### config.mk
export PLATFORM = sky130hd
export DESIGN_NAME = fb_scan_arbiter
export DESIGN_NICKNAME = d
export VERILOG_FILES = /design/src/rtl/fb_scan_arbiter.sv
export SDC_FILE = /design/constraint.sdc
export NUM_CORES = 1
export LEC_CHECK = 0
export CORE_MARGIN = 5
export CORE_UTILIZATION = 51
export CTS_CLUSTER_SIZE = 10
export DETAILED_ROUTE_END_ITERATION = 16
export PLACE_DENSITY = 0.87
export SETUP_SLACK_MARGIN = 0.05
export SLEW_MARGIN = 5
export SYNTH_ARGS = -nofsm -noshare
export SYNTH_HDL_FRONTEND = slang
export SYNTH_SLANG_ARGS = --single-unit
### constraint.sdc
create_clock -name clk -period 8.1 [get_ports clk]
set_clock_uncertainty 0.2 [all_clocks]
set_input_delay 1.215 -clock clk [delete_from_list [all_inputs] [get_ports clk]]
set_output_delay 1.215 -clock clk [all_outputs]
set_load 0.05 [all_outputs]
### src/rtl/fb_scan_arbiter.sv
// Framebuffer RAM arbiter: 4x4-replicated 160x120 scan-out, game-logic writer and clear engine
// sharing one single-port RAM. Display slots win, then the clear engine, then the writer.
module fb_scan_arbiter #(
    parameter int HSIZE = 640,
    parameter int HMAX  = 800,
    parameter int VSIZE = 480,
    parameter int VMAX  = 525,
    parameter int FB_W  = 160,
    parameter int FB_H  = 120,
    parameter int AW    = 15,
    parameter int CW    = 12
) (
    input  logic          clk,
    input  logic          rst_n,
    input  logic [11:0]   hdata,
    input  logic [11:0]   vdata,
    input  logic          valid,
    input  logic          wr_req,
    input  logic [AW-1:0] wr_addr,
    input  logic [CW-1:0] wr_data,
    output logic          wr_ack,
    input  logic          clr_req,
    input  logic [CW-1:0] clr_color,
    output logic          clr_busy,
    output logic          clr_done,
    output logic [AW-1:0] ram_addr,
    output logic          ram_we,
    output logic [CW-1:0] ram_wdata,
    input  logic [CW-1:0] ram_rdata,
    output logic [CW-1:0] rgb
);

    localparam logic [11:0]   H_WRAP    = 12'(HMAX - 2);
    localparam logic [11:0]   V_LAST    = 12'(VMAX - 1);
    localparam logic [11:0]   V_VIS     = 12'(VSIZE);
    localparam logic [11:0]   B_VIS     = 12'(HSIZE / 4);
    localparam logic [AW-1:0] CELLS     = AW'(FB_W * FB_H);
    localparam logic [AW-1:0] LAST_CELL = AW'(FB_W * FB_H - 1);

    typedef enum logic {IDLE, CLEAR} state_t;

    state_t        state_q, state_d;
    logic [AW-1:0] ptr_q, ptr_d;
    logic [CW-1:0] color_q, color_d;
    logic [CW-1:0] rgb_q, rgb_d;
    logic          busy_q, busy_d;
    logic          done_q, done_d;
    logic          vis_q, vis_d;

    logic [11:0]   nv, line, blk;
    logic          disp;
    logic [AW-1:0] disp_addr;

    // The timing generator's visible flag is redundant with hdata/vdata.
    logic unused_valid;
    assign unused_valid = valid;

    // Fetch one block ahead: the slot at hdata=4b+2 loads block b+1; the wrap slot
    // at the end of a line loads block 0 of the next line.
    always_comb begin
        nv = (vdata == V_LAST) ? '0 : vdata + 12'd1;
        if (hdata == H_WRAP) begin
            line = nv;
            blk  = '0;
        end else begin
            line = vdata;
            blk  = {2'b00, hdata[11:2]} + 12'd1;
        end
        disp      = (hdata[1:0] == 2'b10) && (line < V_VIS) && (blk < B_VIS);
        disp_addr = AW'(line[11:2]) * AW'(FB_W) + AW'(blk);
    end

    always_comb begin
        state_d   = state_q;
        ptr_d     = ptr_q;
        color_d   = color_q;
        busy_d    = busy_q;
        done_d    = 1'b0;
        ram_addr  = disp_addr;
        ram_we    = 1'b0;
        ram_wdata = '0;
        wr_ack    = 1'b0;

        if (disp) begin
            ram_addr = disp_addr;
        end else if (state_q == CLEAR) begin
            ram_we    = 1'b1;
            ram_addr  = ptr_q;
            ram_wdata = color_q;
            if (ptr_q == LAST_CELL) begin
                state_d = IDLE;
                ptr_d   = '0;
                busy_d  = 1'b0;
                done_d  = 1'b1;
            end else begin
                ptr_d = ptr_q + AW'(1);
            end
        end else if (wr_req) begin
            wr_ack   = 1'b1;
            ram_addr = wr_addr;
            if (wr_addr < CELLS) begin
                ram_we    = 1'b1;
                ram_wdata = wr_data;
            end
        end

        if (state_q == IDLE && clr_req) begin
            state_d = CLEAR;
            ptr_d   = '0;
            color_d = clr_color;
            busy_d  = 1'b1;
        end

        vis_d = vis_q;
        if (hdata[1:0] == 2'b10) vis_d = disp;

        rgb_d = rgb_q;
        if (hdata[1:0] == 2'b11) rgb_d = vis_q ? ram_rdata : '0;
    end

    always_ff @(posedge clk or negedge rst_n) begin
        if (!rst_n) begin
            state_q <= IDLE;
            ptr_q   <= '0;
            color_q <= '0;
            rgb_q   <= '0;
            busy_q  <= 1'b0;
            done_q  <= 1'b0;
            vis_q   <= 1'b0;
        end else begin
            state_q <= state_d;
            ptr_q   <= ptr_d;
            color_q <= color_d;
            rgb_q   <= rgb_d;
            busy_q  <= busy_d;
            done_q  <= done_d;
            vis_q   <= vis_d;
        end
    end

    assign rgb      = rgb_q;
    assign clr_busy = busy_q;
    assign clr_done = done_q;

endmodule

==> flow_summary.toml <==
[layout]
nNetsFinal = 709
drive_above_1_share = 0.0461
fillers = 600
post-route-util = 0.703
antennaDiodeCount = 0
multi_input_area_um2 = 2550
final-seq-area_um2 = 1080
areaGrowthSynthToFinish_pct = 34.1

[floorplanning]
dieArea_um2 = 9280
core_area_um2 = 7250
die-height_um = 96.3
die_w_um = 96.3
io_pins = 123
rows = 31
start_util = 0.524

[clocking]
cts_max_path_buffers = 2
clk_pin_slew_ns = 0.09
postCtsHoldBufs = 0
cts_tree = "built"
cts_setup_buffers = 0
clk_latency_ns = 0.30
htreeDepth = 2
cts_made_buffers = 5
cts_resized = 0
cts_sinks = 43
clock-root-buffer = "clkbuf_8"

[global_route]
grt_usage = 0.247
grt_max_degree = 67
grt_first_pass_wirelength_um = 18400
grt_pass1_vias = 3922
grt_overflow = 0
antenna_found_initial = 0

[logic_synthesis]
syn_nets = 606
synthMuxAreaShare = 0.00263
synth-compound-area-share = 0.227
synthFlopType = "dfrtp_1"
synthAdderAreaFrac = 0.0797
ys_ff_latch = 43
postSynthAreaPerCell_um2 = 7.56
synth_cell_types = 54
synth-edff-count = 0
yosys_warnings = 0
synth_cells = 503
synth-async-reset-ratio = 1.00
synth_top_family_by_area = "simple AND/OR/NAND/NOR gates"
synthXorXnorAreaFrac = 0.0737
yosysSeqAreaShare = 0.283
syn_area_um2 = 3800
synth-simple-area-share = 0.289

[critical_path]
crit_fanout = 7
worstPathRequired_ns = 6.68
path_buf_inv = 4
arrival_ns = 6.28
crit_chain = "clkdlybuf4s50_1, ha_1, nor4b_4, and3_1, and3_1, inv_1, nor2_1, nand2_1, xor2_1, nor2_1, ha_1, ha_1, fa_1, ha_1, inv_1, xnor2_1, o21ai_0, o21a_1, o31a_1, clkdlybuf4s50_1"
worstSetupPathType = "in2out"
crit_path_end_kind = "output port"
critical-path-slowest-cell = "clkdlybuf4s50_1"
crit_path_start_kind = "input port"
cp_common_cell = "ha_1"
max_stage_delay_ns = 0.80
crit_family = "adder cells"
r2r_setup_slack_ns = 5.55

[placement]
hpwl_um = 8970
port_buffers = 121
routabilityCongestion = 0.934

[power]
p_leak_uw = 0.00212
finalPower_uw = 777
ir_drop_v = 0.0000926
power.density_nw_per_um2 = 152

[sta]
max_slew_margin = 0.267
fin_tns_setup_ns = 0
rsz0062_at_grt = "no"
timing_hold_violations_final = 0
drv_slew = 0
fmax_mhz = 130
tightest_slew_ns = 1.10
setup_viol = 0
min_period_over_period = 0.951
min_period_ns = 7.70

[routing]
drc = 0
dr.pass1.iters = 6
drt-initial-drc-count = 365
wirelength_um = 11600
route.antenna.remaining_nets = 0
dr_total_vias = 4155
wl_per_cell_um = 16.4
vias_per_cell = 5.89

[min_path]
hold_path.class = "reg2reg"

[run_status]
status = "finished clean"

[flow_run]
maxCapViolCount = 0
## through the flow
step                instance area, um^2  hold WS (ns)  std cells  setup slack, ns
floorplan                          3800         0.246        503             1.20
finish                             5100         0.292        706            0.400
global route                       5100         0.312        706           0.0831
CTS                                5100         0.291        706            0.426
global placement                   5010         0.261        698            0.518
detailed placement                 5010         0.262        698            0.431
## worst reg2reg max path: cells and delay by family, from the launching register on
family / cells / cell delay (ns)
DFF: 1 / 0.49
adders and majority gates: 1 / 0.22
and+or+nand+nor: 5 / 1.09
AOI/OAI and AO/OA: 3 / 0.46
## layout make-up
class,instances,area share
Timing Repair Buffer,124,0.239
Tap cell,99,0.0243
Sequential cell,43,0.211
Inverter,9,0.00663
Multi-Input combinational cell,423,0.501
Clock buffer,5,0.0135
Clock inverter,3,0.00466
## power by group
group          internal [uW]  switching, uW
logic                    157            207
registers                238           32.3
clock network           61.7           81.1
## logic make-up after synthesis
group	Yosys count
and+or+nand+nor	234
AOI/OAI and AO/OA	133
DFF	43
buffers and inverters	37
xor gates and xnor gates	32
adders and majority gates	23
muxes	1
## registers in the layout, indices dropped and copies added, names as in the netlist
signal	flops
clr_busy	1
clr_done	1
color_q	12
ptr_q	15
rgb	12
state_q	1
vis_q	1
## final timing paths
check                                 from     endpoint  cells after the start
worst min register to register  color_q[3]   color_q[3]                      2
max in group asynchronous            rst_n      state_q                      1
worst min-delay path            color_q[3]   color_q[3]                      2
worst max-delay path              hdata[2]  ram_addr[9]                     20
worst max register to register    ptr_q[0]    ptr_q[12]                      9
min in group asynchronous            rst_n    ptr_q[13]                      1
## layout by cell type, fill, tap and decap left out, drive strengths merged, types with 3 or more instances in the layout
cell / instances
a211o: 4
a211oi: 5
a21o: 7
a21oi: 27
a22o: 9
a31oi: 5
and3: 8
and4: 7
buf: 9
clkbuf: 5
clkdlybuf4s50: 115
dfrtp: 43
ha: 21
inv: 10
nand2: 102
nand3: 16
nand4: 10
nor2: 64
nor2b: 3
nor3: 7
nor3b: 5
nor4: 3
o2111ai: 3
o211ai: 4
o21a: 4
o21ai: 44
o21bai: 3
o22ai: 4
o31ai: 4
or3: 4
xnor2: 17
xor2: 15
## synthesized netlist by cell type, drive strengths merged, types with 2 or more instances
| cell type | n | area [um^2] |
|---|---|---|
| ha | 21 | 263 |
| nor3 | 7 | 35.0 |
| nor2 | 64 | 248 |
| o211ai | 4 | 30.0 |
| o22ai | 4 | 25.0 |
| nand3 | 16 | 85.1 |
| o31a | 2 | 17.5 |
| nor4 | 3 | 18.8 |
| xnor2 | 17 | 149 |
| nor3b | 5 | 37.5 |
| xor2 | 15 | 131 |
| a21o | 7 | 52.6 |
| nand4 | 10 | 77.6 |
| o32ai | 2 | 17.5 |
| and3 | 8 | 50.1 |
| a22o | 9 | 78.8 |
| or3 | 4 | 25.0 |
| nand3b | 2 | 15.0 |
| a22oi | 2 | 20.0 |
| o21ai | 44 | 220 |
| and4 | 7 | 61.3 |
| o21a | 4 | 30.0 |
| inv | 9 | 33.8 |
| dfrtp | 43 | 1080 |
| fa | 2 | 40.0 |
| o2111ai | 3 | 26.3 |
| o21ba | 2 | 20.0 |
| buf | 9 | 65.1 |
| o31ai | 4 | 30.0 |
| nand2 | 102 | 388 |
| a21oi | 27 | 139 |
| a31oi | 5 | 31.3 |
| o21bai | 3 | 22.5 |
| a211oi | 5 | 50.1 |
| a211o | 4 | 35.0 |
| clkbuf | 19 | 71.3 |
| nor2b | 3 | 18.8 |
## routing by layer
| layer | vias up | global-route usage | part of all wire |
|---|---|---|---|
| li1 | 1990 | - | - |
| met1 | 1931 | 0.315 | 0.41 |
| met2 | 202 | 0.423 | 0.49 |
| met3 | 32 | 0.0383 | 0.072 |
| met4 | 0 | 0.0829 | 0.022 |
| met5 | - | 0 | 0 |
No activity file was read; power rests on OpenSTA's default activity.
